==> src/rtl/logic_unit_arbiter_if.sv <==
// logic_unit_arbiter_if: request/operand/result bundle between NREQ requesters
// and the shared logic-unit arbiter.
//   master: requester side (drives req/op/operands, observes ack/result)
//   slave : arbiter side
interface logic_unit_arbiter_if #(
  parameter int NREQ  = 4,
  parameter int WIDTH = 8
);
  localparam int IDW = $clog2(NREQ);

  logic [NREQ-1:0]       req;
  logic [2*NREQ-1:0]     op_in;
  logic [WIDTH*NREQ-1:0] a_in;
  logic [WIDTH*NREQ-1:0] b_in;
  logic [NREQ-1:0]       ack;
  logic [WIDTH-1:0]      result;
  logic [IDW-1:0]        grant_id;
  logic                  busy;

  modport master (
    output req, op_in, a_in, b_in,
    input  ack, result, grant_id, busy
  );

  modport slave (
    input  req, op_in, a_in, b_in,
    output ack, result, grant_id, busy
  );
endinterface

==> src/rtl/logic_unit_arbiter.sv <==
// logic_unit_arbiter: shares one registered AND/OR/XOR/NAND unit between NREQ
// requesters. IDLE picks a winner and captures its op/operands, GRANT computes,
// EXEC publishes the result and pulses ack for the winner (1 op per 3 cycles).
// Build option: define LOGIC_ARB_FIXED_PRIO_EN for fixed priority (lowest index
// wins, no round-robin pointer); default is round-robin.
module logic_unit_arbiter #(
  parameter int NREQ  = 4,
  parameter int WIDTH = 8
) (
  input  logic               clk,
  input  logic               rst_n,
  logic_unit_arbiter_if.slave bus
);
  localparam int IDW = $clog2(NREQ);

  typedef enum logic [1:0] {
    S_IDLE  = 2'd0,
    S_GRANT = 2'd1,
    S_EXEC  = 2'd2
  } state_e;

  state_e           state_q, state_d;
  logic [1:0]       op_q, op_d;
  logic [WIDTH-1:0] a_q, a_d, b_q, b_d;
  logic [WIDTH-1:0] calc_q, calc_d;      // computed in GRANT, published in EXEC
  logic [WIDTH-1:0] result_q, result_d;  // visible result, changes only on ack
  logic [IDW-1:0]   grant_id_q, grant_id_d;
  logic [NREQ-1:0]  ack_q, ack_d;

  logic             win_valid;
  logic [IDW-1:0]   win_idx;

  function automatic logic [WIDTH-1:0] logic_fn(input logic [1:0]       op,
                                                input logic [WIDTH-1:0] a,
                                                input logic [WIDTH-1:0] b);
    case (op)
      2'b00:   logic_fn = a & b;
      2'b01:   logic_fn = a | b;
      2'b10:   logic_fn = a ^ b;
      default: logic_fn = ~(a & b);
    endcase
  endfunction

`ifdef LOGIC_ARB_FIXED_PRIO_EN
  // Winner select: lowest-index active request wins.
  always_comb begin
    win_valid = 1'b0;
    win_idx   = '0;
    for (int k = NREQ - 1; k >= 0; k--) begin
      if (bus.req[k]) begin
        win_valid = 1'b1;
        win_idx   = IDW'(k);
      end
    end
  end
`else
  logic [IDW-1:0] rr_ptr_q, rr_ptr_d;
  logic [IDW-1:0] scan_idx;

  // Winner select: scan upward from rr_ptr with wrap, first active request wins.
  always_comb begin
    win_valid = 1'b0;
    win_idx   = '0;
    scan_idx  = '0;
    for (int k = 0; k < NREQ; k++) begin
      scan_idx = IDW'((int'(rr_ptr_q) + k) % NREQ);
      if (!win_valid && bus.req[scan_idx]) begin
        win_valid = 1'b1;
        win_idx   = scan_idx;
      end
    end
  end
`endif

  // State register.
  always_ff @(posedge clk or negedge rst_n) begin
    // NOTE: sequential state uses non-blocking assignments so every register
    // samples the pre-edge values regardless of block ordering.
    if (!rst_n) state_q <= S_IDLE;
    else        state_q <= state_d;
  end

  // Next-state logic.
  always_comb begin
    // NOTE: default assignment first so no path leaves state_d unassigned (no latch).
    state_d = state_q;
    case (state_q)
      S_IDLE:  if (win_valid) state_d = S_GRANT;
      S_GRANT: state_d = S_EXEC;
      S_EXEC:  state_d = S_IDLE;
      default: state_d = S_IDLE;
    endcase
  end

  // Datapath next-state: capture in IDLE, compute in GRANT, publish in EXEC.
  always_comb begin
    op_d       = op_q;
    a_d        = a_q;
    b_d        = b_q;
    calc_d     = calc_q;
    result_d   = result_q;
    grant_id_d = grant_id_q;
    ack_d      = '0;
`ifndef LOGIC_ARB_FIXED_PRIO_EN
    rr_ptr_d   = rr_ptr_q;
`endif
    case (state_q)
      S_IDLE: begin
        if (win_valid) begin
          op_d       = bus.op_in[2*int'(win_idx) +: 2];
          a_d        = bus.a_in[WIDTH*int'(win_idx) +: WIDTH];
          b_d        = bus.b_in[WIDTH*int'(win_idx) +: WIDTH];
          grant_id_d = win_idx;
        end
      end
      S_GRANT: calc_d = logic_fn(op_q, a_q, b_q);
      S_EXEC: begin
        result_d             = calc_q;
        ack_d[grant_id_q]    = 1'b1;
`ifndef LOGIC_ARB_FIXED_PRIO_EN
        rr_ptr_d = (int'(grant_id_q) == NREQ - 1) ? '0 : grant_id_q + 1'b1;
`endif
      end
      default: ;
    endcase
  end

  // Datapath registers.
  always_ff @(posedge clk or negedge rst_n) begin
    if (!rst_n) begin
      // NOTE: captured operands are reset as well, so no X can ever reach result.
      op_q       <= '0;
      a_q        <= '0;
      b_q        <= '0;
      calc_q     <= '0;
      result_q   <= '0;
      grant_id_q <= '0;
      ack_q      <= '0;
`ifndef LOGIC_ARB_FIXED_PRIO_EN
      rr_ptr_q   <= '0;
`endif
    end else begin
      op_q       <= op_d;
      a_q        <= a_d;
      b_q        <= b_d;
      calc_q     <= calc_d;
      result_q   <= result_d;
      grant_id_q <= grant_id_d;
      ack_q      <= ack_d;
`ifndef LOGIC_ARB_FIXED_PRIO_EN
      rr_ptr_q   <= rr_ptr_d;
`endif
    end
  end

  // Outputs: busy decoded from state, the rest straight from registers.
  always_comb begin
    bus.busy     = (state_q == S_GRANT) || (state_q == S_EXEC);
    bus.ack      = ack_q;
    bus.result   = result_q;
    bus.grant_id = grant_id_q;
  end
endmodule

==> src/flat_wrapper.sv <==
// flat-port wrapper written by rule: the top's interface ports become plain ports
module logic_unit_arbiter_flat 
#(
  parameter int NREQ  = 4,
  parameter int WIDTH = 8
)
  (clk, rst_n, bus_req, bus_op_in, bus_a_in, bus_b_in, bus_ack, bus_result, bus_grant_id, bus_busy);
  logic_unit_arbiter_if #(.NREQ(NREQ), .WIDTH(WIDTH)) bus_i ();
  input  logic clk;
  input  logic rst_n;
  input wire logic [$bits(bus_i.req)-1:0] bus_req;
  input wire logic [$bits(bus_i.op_in)-1:0] bus_op_in;
  input wire logic [$bits(bus_i.a_in)-1:0] bus_a_in;
  input wire logic [$bits(bus_i.b_in)-1:0] bus_b_in;
  output wire logic [$bits(bus_i.ack)-1:0] bus_ack;
  output wire logic [$bits(bus_i.result)-1:0] bus_result;
  output wire logic [$bits(bus_i.grant_id)-1:0] bus_grant_id;
  output wire logic [$bits(bus_i.busy)-1:0] bus_busy;
  assign bus_i.req = bus_req;
  assign bus_i.op_in = bus_op_in;
  assign bus_i.a_in = bus_a_in;
  assign bus_i.b_in = bus_b_in;
  assign bus_ack = bus_i.ack;
  assign bus_result = bus_i.result;
  assign bus_grant_id = bus_i.grant_id;
  assign bus_busy = bus_i.busy;
  logic_unit_arbiter #(.NREQ(NREQ), .WIDTH(WIDTH)) u_core (.clk(clk), .rst_n(rst_n), .bus(bus_i));
endmodule
==> config.mk <==
export PLATFORM = sky130hd
export DESIGN_NAME = logic_unit_arbiter_flat
export DESIGN_NICKNAME = d
export VERILOG_FILES = /design/src/rtl/logic_unit_arbiter_if.sv /design/src/rtl/logic_unit_arbiter.sv /design/src/flat_wrapper.sv
export SDC_FILE = /design/constraint.sdc
export NUM_CORES = 1
export LEC_CHECK = 0
export CORE_MARGIN = 2
export CORE_UTILIZATION = 50
export CTS_CLUSTER_SIZE = 30
export DETAILED_ROUTE_END_ITERATION = 10
export GPL_ROUTABILITY_DRIVEN = 1
export GPL_TIMING_DRIVEN = 0
export PLACE_DENSITY = 0.87
export SKIP_CTS_REPAIR_TIMING = 1
export SYNTH_ARGS = -nofsm -noshare
export SYNTH_HDL_FRONTEND = slang
export SYNTH_SLANG_ARGS = --single-unit
==> constraint.sdc <==
create_clock -name clk -period 2.87 [get_ports clk]
set_input_delay 0.4305 -clock clk [delete_from_list [all_inputs] [get_ports clk]]
set_output_delay 0.4305 -clock clk [all_outputs]
set_load 0.005 [all_outputs]
==> results of run 1 <==
## routing by layer
layer / track usage [%] / vias to the layer above
li1: - / 1190
met1: 28.8 / 1153
met2: 38.9 / 94
met5: 0 / -
met3: 4.41 / 20
met4: 13.2 / 0
## per-stage QoR
stage	power (mW)	utilization (%)	hold WS, ns	area, µm²
final	3.65	72.1	0.0386	3990
after global routing	3.96	72.1	0.0532	3990
after CTS	3.66	72.1	0.0494	3990
after detailed placement	3.22	70.4	0.382	3900
after global placement	3.12	70.1	0.488	3890
after floorplan	2.53	-	0.135	2880
## cell families (layout without fill, tap and decap cells)
| family | after synthesis | count (layout) |
|---|---|---|
| flops | 44 | 44 |
| simple gates | 49 | 49 |
| compound gates | 61 | 61 |
| buf+inv | 53 | 154 |
| fa+ha+maj | 24 | 24 |
| mux | 50 | 50 |
## worst reg2reg max path, delay by kind of cell, from the launching register on
kind / cells / cell delay, ns
AOI/OAI and AO/OA: 2 / 0.28
buffers and inverters: 1 / 0.24
and+or+nand+nor: 1 / 0.35
muxes: 2 / 0.51
DFF: 1 / 0.44
## flip-flops by register name, summed over array words and instances, names as in the netlist
register and flops:
u_core.a_q 8, u_core.b_q 8, u_core.bus.ack 4, u_core.bus.grant_id 2
u_core.bus.result 8, u_core.calc_q 8, u_core.op_q 2, u_core.rr_ptr_q 2
u_core.state_q 2
## power by group through the flow
stage | Sequential (mW) | Combinational [mW] | Clock [mW]
floorplan | 1.09 | 1.44 | 0
global placement | 1.12 | 2.00 | 0
detailed placement | 1.14 | 2.08 | 0
CTS | 1.13 | 2.13 | 0.405
global route | 1.16 | 2.36 | 0.437
finish | 1.13 | 2.12 | 0.401
## worst max-delay path by stage
stage,from,endpoint,slack (ns),cells past startpoint
after floorplan,bus_req[1],u_core.b_q[0],1.12,7
after detailed placement,bus_req[0],u_core.a_q[0],0.46,7
after global routing,bus_req[1],u_core.a_q[3],0.62,7
after global placement,rst_n,u_core.bus.ack[3],0.27,1
final,bus_req[0],u_core.a_q[6],0.77,7
after CTS,bus_req[0],u_core.a_q[6],0.79,7
## final cells by class
type	count	area share (%)
multi-input cells	184	38.1
plain buffers	18	3.01
clock buffers	5	1.72
well taps	72	2.26
inverters	35	3.29
repair buffers	93	23.4
flip-flops and latches	44	27.6
clock inverters	3	0.595
## Yosys cell counts
library cell | number | area (µm²)
a211o_1 | 4 | 35.0
a211oi_1 | 3 | 22.5
a21oi_1 | 14 | 70.1
and2_1 | 4 | 25.0
buf_12 | 1 | 20.0
buf_2 | 2 | 10.0
buf_4 | 1 | 7.51
buf_6 | 4 | 45.0
clkbuf_1 | 10 | 37.5
dfrtp_1 | 44 | 1100
ha_1 | 24 | 300
inv_1 | 35 | 131
mux2_2 | 9 | 101
mux2i_1 | 41 | 410
nand2_1 | 25 | 93.8
nand2_2 | 1 | 6.26
nand2b_1 | 2 | 12.5
nand3_2 | 1 | 10.0
nor2_1 | 13 | 48.8
nor2_4 | 1 | 11.3
o2111ai_1 | 4 | 35.0
o211ai_1 | 5 | 37.5
o21a_1 | 1 | 7.51
o21ai_0 | 8 | 40.0
o221ai_1 | 9 | 78.8
o221ai_2 | 9 | 135
o22ai_1 | 2 | 12.5
o31ai_1 | 2 | 15.0
or2_1 | 1 | 6.26
or4_1 | 1 | 7.51
==> flow_metrics.tcl, run 1 <==
set metrics [dict create \
    cts.sinks 44 \
    skew_ns 0.00993 \
    yosys_register_bits 44 \
    worst_path_max_delay_cell "or4_1" \
    yosysUniqueCellTypes 30 \
    multi_input_area_mm2 0.00152 \
    synth.avg_cell_area_um2 10.2 \
    path_max_fanout 10 \
    syn-num-nets 383 \
    route.met2.wl_um 3470 \
    hp-class "in2async" \
    clock_path_buffers 2 \
    relSlewSlack_pct 64.6 \
    grt_pass1_vias 2492 \
    vdd_drop_max_mv 0.451 \
    fillers 438 \
    gp_congestion 0.816 \
    numCtsBuffers 5 \
    cp-start-kind "input port" \
    final_common_cell "clkdlybuf4s50_1" \
    cts-root-buf "clkbuf_8" \
    ios 93 \
    r2r-end "u_core.a_q[0]" \
    hold_viol 0 \
    die_y_um 79.8 \
    synthSimpleGateAreaFrac_pct 7.70 \
    r2r_slack_ns 0.93 \
    nets 483 \
    grt_pass1_wl_um 11500 \
    syn-instance-count 281 \
    tightest_slew_ns 0.531 \
    synth_compound_area_share_pct 17.0 \
    powerDensity_mw_per_mm2 914 \
    internal-power_mw 2.12 \
    dieArea_mm2 0.00637 \
    wl_met3_um 370 \
    synth-xor-area-share_pct 0 \
    start_util_pct 51.9 \
    final_max_slew_viol_count 0 \
    timing.critical_path.buf_inv 3 \
    wl_met1_um 2890 \
    seq_area_mm2 0.00110 \
    p_sw_share_pct 42.0 \
    die_w_um 79.8 \
    clk_pin_slew_ns 0.09 \
    highest_layer "met4" \
    synth_fa_ha_area_share_pct 10.4 \
    ys_seq_area_share_pct 38.3 \
    grtUsageTotal_pct 23.5 \
    layoutNonFillerInstCount 454 \
    muxShareOfSynthArea_pct 17.8 \
    dp_hpwl_um 5270 \
    htree_levels 2 \
    vias 2457 \
    numPortBuffers 92 \
    arrival_ns 2.31 \
    required_ns 3.08 \
    drtIter0Drc 104 \
    num_rows 27 \
    setup_viol_count_final 0 \
    area_growth_pct 38.9 \
    dp.cells 446 \
    postRouteAntennaNets 0 \
    fmax_ghz 0.476 \
    p_sw_mw 1.53 \
    cpPeakStageDelay_ns 0.51 \
    tns_ns 0 \
    r2r.worst_path.cells 6 \
    viasPerCell 5.41 \
    rsz0062_at_grt "false" \
    drcViolationCount 0 \
    syn-cell-area_mm2 0.00288 \
    outcome "finished clean" \
    firstDrtPassIters 4 \
    maxCapViolations 0 \
    endpoint_kind "flip-flop" \
    grt_max_degree 30 \
    finalCritPeriodShare_pct 73.2 \
    drt_wl_total_um 6950 \
    share_comb_of_total_power_pct 58.1 \
    drive_above_1_share_pct 10.2 \
    core_mm2 0.00554 \
    p_leak_nw 1.81 \
    final_cell_mix "clkdlybuf4s50_1 (91), dfrtp_1 (44), mux2i_1 (41)" \
    p_clk_share_pct 11.0 \
    critical_path.cell_chain "clkdlybuf4s50_1 > or4_1 > buf_2 > nand2_2 > clkbuf_1 > nand2_1 > o221ai_1" \
    fin_crit_ns 2.10 \
    diodes 0 \
    synth_top_family_by_area "multiplexers" \
    cts_tree "done" \
    rr_startpoint "u_core.rr_ptr_q[1]" \
    routedWlPerCell_um 15.3 \
    worstSkewPairLatency_ns 0.31 \
    crit_family "buffers and inverters" \
    p_seq_share_pct 30.9 \
    ys_warn_count 0 \
    path_class "in2reg" \
    layout_setup_ws_ns 0.769 \
    dp_slack_ns 0.458 \
    overflow 0 \
    grt_antenna_before_repair 0 \
]
Power figures use the tool's default switching activity.
==> inputs of run 2 (changes only) <==
Settings changed: CORE_UTILIZATION 50 to 47, PLACE_DENSITY 0.87 to 0.82.
Clock period 2.87 ns to 2.05 ns, I/O delays scaled along.
==> flow_metrics.tcl, run 2 (same netlist as run 1, synthesis figures left out) <==
set metrics [dict create \
    worst_path_max_delay_cell "or4_1" \
    num_rows 28 \
    htree_levels 2 \
    core_mm2 0.00592 \
    firstDrtPassIters 4 \
    die_w_um 82.2 \
    start_util_pct 48.6 \
    maxCapViolations 0 \
    cts_tree "done" \
    grt_pass1_vias 2394 \
    grtUsageTotal_pct 22.4 \
    rsz0062_at_grt "false" \
    cpPeakStageDelay_ns 0.53 \
    die_y_um 82.2 \
    relSlewSlack_pct 65.9 \
    vdd_drop_max_mv 0.669 \
    endpoint_kind "flip-flop" \
    drt_wl_total_um 7180 \
    drive_above_1_share_pct 11.4 \
    fillers 454 \
    r2r.worst_path.cells 6 \
    grt_max_degree 30 \
    clk_pin_slew_ns 0.08 \
    multi_input_area_mm2 0.00152 \
    ios 93 \
    worstSkewPairLatency_ns 0.30 \
    hold_viol 0 \
    final_common_cell "clkdlybuf4s50_1" \
    path_max_fanout 10 \
    tightest_slew_ns 0.512 \
    skew_ns 0.00355 \
    hp-class "in2async" \
    nets 488 \
    routedWlPerCell_um 15.5 \
    grt_pass1_wl_um 11400 \
    final_cell_mix "clkdlybuf4s50_1 (91), dfrtp_1 (44), mux2i_1 (41)" \
    r2r_slack_ns 0.18 \
    grt_antenna_before_repair 0 \
    dieArea_mm2 0.00676 \
    seq_area_mm2 0.00110 \
    arrival_ns 2.13 \
    vias 2456 \
    clock_path_buffers 2 \
    final_util_pct 68.7 \
    drcViolationCount 0 \
    outcome "finished clean" \
    path_class "in2reg" \
    overflow 0 \
    area_growth_pct 41.5 \
    r2r-end "u_core.op_q[0]" \
    postRouteAntennaNets 0 \
    dp_hpwl_um 5640 \
    startpoint "bus_req[1]" \
    gp_congestion 0.769 \
    fmax_ghz 0.514 \
    rr_startpoint "u_core.rr_ptr_q[1]" \
    numPortBuffers 92 \
    fin_crit_ns 1.95 \
    required_ns 2.23 \
    drtIter0Drc 121 \
    dp_slack_ns -0.245 \
    cp-start-kind "input port" \
    numCtsBuffers 5 \
    layout_setup_ws_ns 0.104 \
    viasPerCell 5.32 \
    powerDensity_mw_per_mm2 1310 \
    critical_path.cell_chain "clkdlybuf4s50_1 > or4_1 > buf_2 > nand2_2 > or2_1 > buf_6 > buf_12 > o221ai_2" \
    finalCritPeriodShare_pct 94.9 \
    cts.sinks 44 \
    diodes 0 \
    cts-root-buf "clkbuf_8" \
    final_max_slew_viol_count 0 \
    p_leak_nw 1.85 \
    setup_viol_count_final 0 \
]
==> run 2: changes by cell type in the layout (fill, tap and decap cells not counted), sizes merged <==
cell         change
buf              +4
clkinvlp         -2
bufinv           +1
clkbuf           +1
dlygate4sd3      +1
==> run 2: metrics by stage <==
stage	setup TNS [ns]	hold slack, ns	instance area [µm²]	power [mW]	instances
2_1_floorplan	0	0.0119	2880	3.54	281
3_3_place_gp	-23.46	0.489	3890	4.38	448
3_5_place_dp	-4.18	0.248	3910	4.57	449
4_1_cts	0	-0.0744	4030	5.29	457
5_1_grt	0	0.500	4070	5.73	462
6_report	0	0.469	4070	5.32	462
==> run 2: layer usage <==
layer	vias to the layer above	wire length, µm	track usage, %	part of all wire [%]
li1	1201	-	-	-
met1	1156	2900	26.5	40
met2	86	3770	40.1	52
met3	13	370	4.24	5.2
met4	0	140	8.00	1.9
met5	-	0	0	0
==> run 2: worst max path at each step <==
| stage | end | slack [ns] |
|---|---|---|
| CTS | u_core.op_q[0] | 0.03 |
| floorplan | u_core.a_q[0] | 0.39 |
| detailed placement | u_core.op_q[0] | -0.24 |
| global placement | u_core.bus.result[6] | -0.46 |
| global route | u_core.op_q[0] | 0.004 |
| finish | u_core.b_q[6] | 0.10 |
==> run 2: final cells by class <==
type / instances / share of cell area, %
Tap cell: 75 / 2.31
Timing Repair Buffer: 98 / 24.0
Buffer: 18 / 2.98
Sequential cell: 44 / 27.1
Inverter: 35 / 3.23
Clock inverter: 2 / 0.954
Clock buffer: 6 / 2.03
Multi-Input combinational cell: 184 / 37.4
==> run 2: critical path: cells and delay by family <==
family | cells | cell delay, ns
simple gates | 3 | 0.75
compound gates | 1 | 0.11
buf+inv | 4 | 0.95
==> run 2: report_power, final <==
part / internal (mW) / total (mW) / switching (mW)
Combinational: 1.49 / 3.04 / 1.55
Clock: 0.398 / 0.701 / 0.302
Sequential: 1.28 / 1.58 / 0.302
==> RTL change (flow settings as in run 1) <==
Add a define of `LOGIC_ARB_FIXED_PRIO_EN`.
--- a/src/rtl/logic_unit_arbiter.sv
+++ b/src/rtl/logic_unit_arbiter.sv
@@ -4,4 +4,6 @@
 // Build option: define LOGIC_ARB_FIXED_PRIO_EN for fixed priority (lowest index
 // wins, no round-robin pointer); default is round-robin.
+`define LOGIC_ARB_FIXED_PRIO_EN
+
 module logic_unit_arbiter #(
   parameter int NREQ  = 4,
Behaviour: not the same (a bounded check fails within 10 cycles, from zero or initial values and one cycle with rst_n low).
==> RTL change against run 1 <==
Via count up 16%; clock power down 13%; count of clock-buffer cells in the layout up 2; power down 15%; sequential cell count down 2; cell area up 4.1%; worst setup slack better by 87 ps; synthesized area up 7.2%; non-clock buffer count up 9; routed wire length up 5.2%.
==> RTL change: results (changes against run 1) <==
- Outcome: finished clean
- Max clock buf depth: 2 (unchanged)
- Critical path's top delay family: simple AND/OR/NAND/NOR gates
- Clk_lat worst skew: 290 ps (-20 ps)
- Gr usage total: 23.80% (+0.25 points)
- Average cell area after synthesis: 8.588 sq um (-16%)
- Min Hold Slack: 249.4 ps (+210.7 ps)
- First-pass GRT wire length: 12.48 mm (+8.2%)
- RePlAce Congestion: 0.9278 (+14%)
- Slowest cell on the critical path: nor4_1
- Crit-path max cell delay: 590 ps (+80 ps)
- R2r setup slk: 1210 ps (+280 ps)
- Via count: 2846 (+16%)
- Fraction of layout cells with a size suffix above 1: 7.002% (-3.2 points)
- Initial antenna violation count: 0 (unchanged)
- Vias in the first global route: 2746 (+10%)
- Area post-placement: 0.004083 sq mm (+4.7%)
- Cell types with the highest counts after synthesis: dfrtp_1, inv_1, nor2b_1
- Worst R2R End: u_core.op_q[0]$_DFFE_PN0P_
- Top post-synthesis cells by area: dfrtp_1, ha_1, nor2b_1
- Fin Clk Skew: 5.030 ps (-4.896 ps)
- R2r startpoint: u_core.state_q[1]$_DFFE_PN0P_
- Routed WL: 7.306 mm (+5.2%)
- Port-buffer cells: 91 (-1.1%)
- CP arrival: 2190 ps (-120 ps)
- Nets: 555 (+15%)
- R2R cell count: 8 (+2)
- Post-Layout Cell Count: 532 (+17%)
- Post-Place Worst Slack: 548.9 ps (+91.27 ps)
- Sequential area share after synthesis: 34.09% (-4.2 points)
- Detailed Place HPWL: 6.007 mm (+14%)
- Clock Pin Slew Worst Setup and Hold Paths: 70 ps (-20 ps)
- Largest net degree at the start of global routing: 43 (+43%)
- Max VDD drop: 467.4 uV (+3.6%)
- Syn Nets: 457 (+19%)
- H-tree levels: 2 (unchanged)
- Tightest Pin Transition: 873.4 ps (+342.2 ps)
- DRT Pass-1 Iters: 4 (unchanged)
- Initial drt markers: 86 (-17%)
- LEAKAGE: 1.879 nW (+4.0%)
- Yosys cell types: 38 (+27%)
==> RTL change: logic make-up (layout without fill, tap and decap cells) <==
kind of cell,after synthesis,count (layout),share of synthesized area [%]
DFF,42,42,34.09
and+or+nand+nor,119,119,22.89
muxes,9,9,3.287
buffers and inverters,66,164,9.537
adders and majority gates,20,20,8.117
AOI/OAI and AO/OA,103,103,22.08
==> RTL change: how the worst max path moves through the flow <==
| stage | start | slack, ps | depth (start not counted) | endpoint |
|---|---|---|---|---|
| after floorplan | bus_req[2] | 1380 | 5 | u_core.b_q[6]$_DFFE_PN0P_ |
| after global placement | rst_n | 440 | 1 | u_core.bus.result[4]$_DFFE_PN0P_ |
| after detailed placement | bus_req[3] | 550 | 5 | u_core.state_q[1]$_DFFE_PN0P_ |
| final | bus_req[3] | 860 | 5 | u_core.state_q[1]$_DFFE_PN0P_ |
| after global routing | bus_req[3] | 710 | 5 | u_core.state_q[1]$_DFFE_PN0P_ |
| after CTS | bus_req[3] | 860 | 5 | u_core.state_q[1]$_DFFE_PN0P_ |
==> RTL change: where the power goes <==
group	leakage (nW)	switching, W	internal, W
sequential	0.487	0.000205	0.000875
combinational	1.35	0.000796	0.000893
clock	0.0383	0.000180	0.000167
total	1.88	0.00118	0.00194
==> RTL change: area by class of cell <==
class,count,area (sq um),share of cell area [%]
Multi-Input combinational cell,251,1738,41.79
Sequential cell,42,1051,25.27
Timing Repair Buffer,91,905.9,21.78
Buffer,29,155.1,3.730
Inverter,37,138.9,3.339
Tap cell,75,93.84,2.256
Clock buffer,7,76.32,1.835
==> RTL change: routing by layer <==
layer | global-route usage, % | part of all wire, % | vias to the layer above
met4 | 9.508 | 2.4 | 0
met3 | 5.217 | 6.3 | 15
met1 | 29.61 | 44 | 1290
li1 | - | - | 1440
met2 | 40.08 | 48 | 101
met5 | 0 | 0 | -
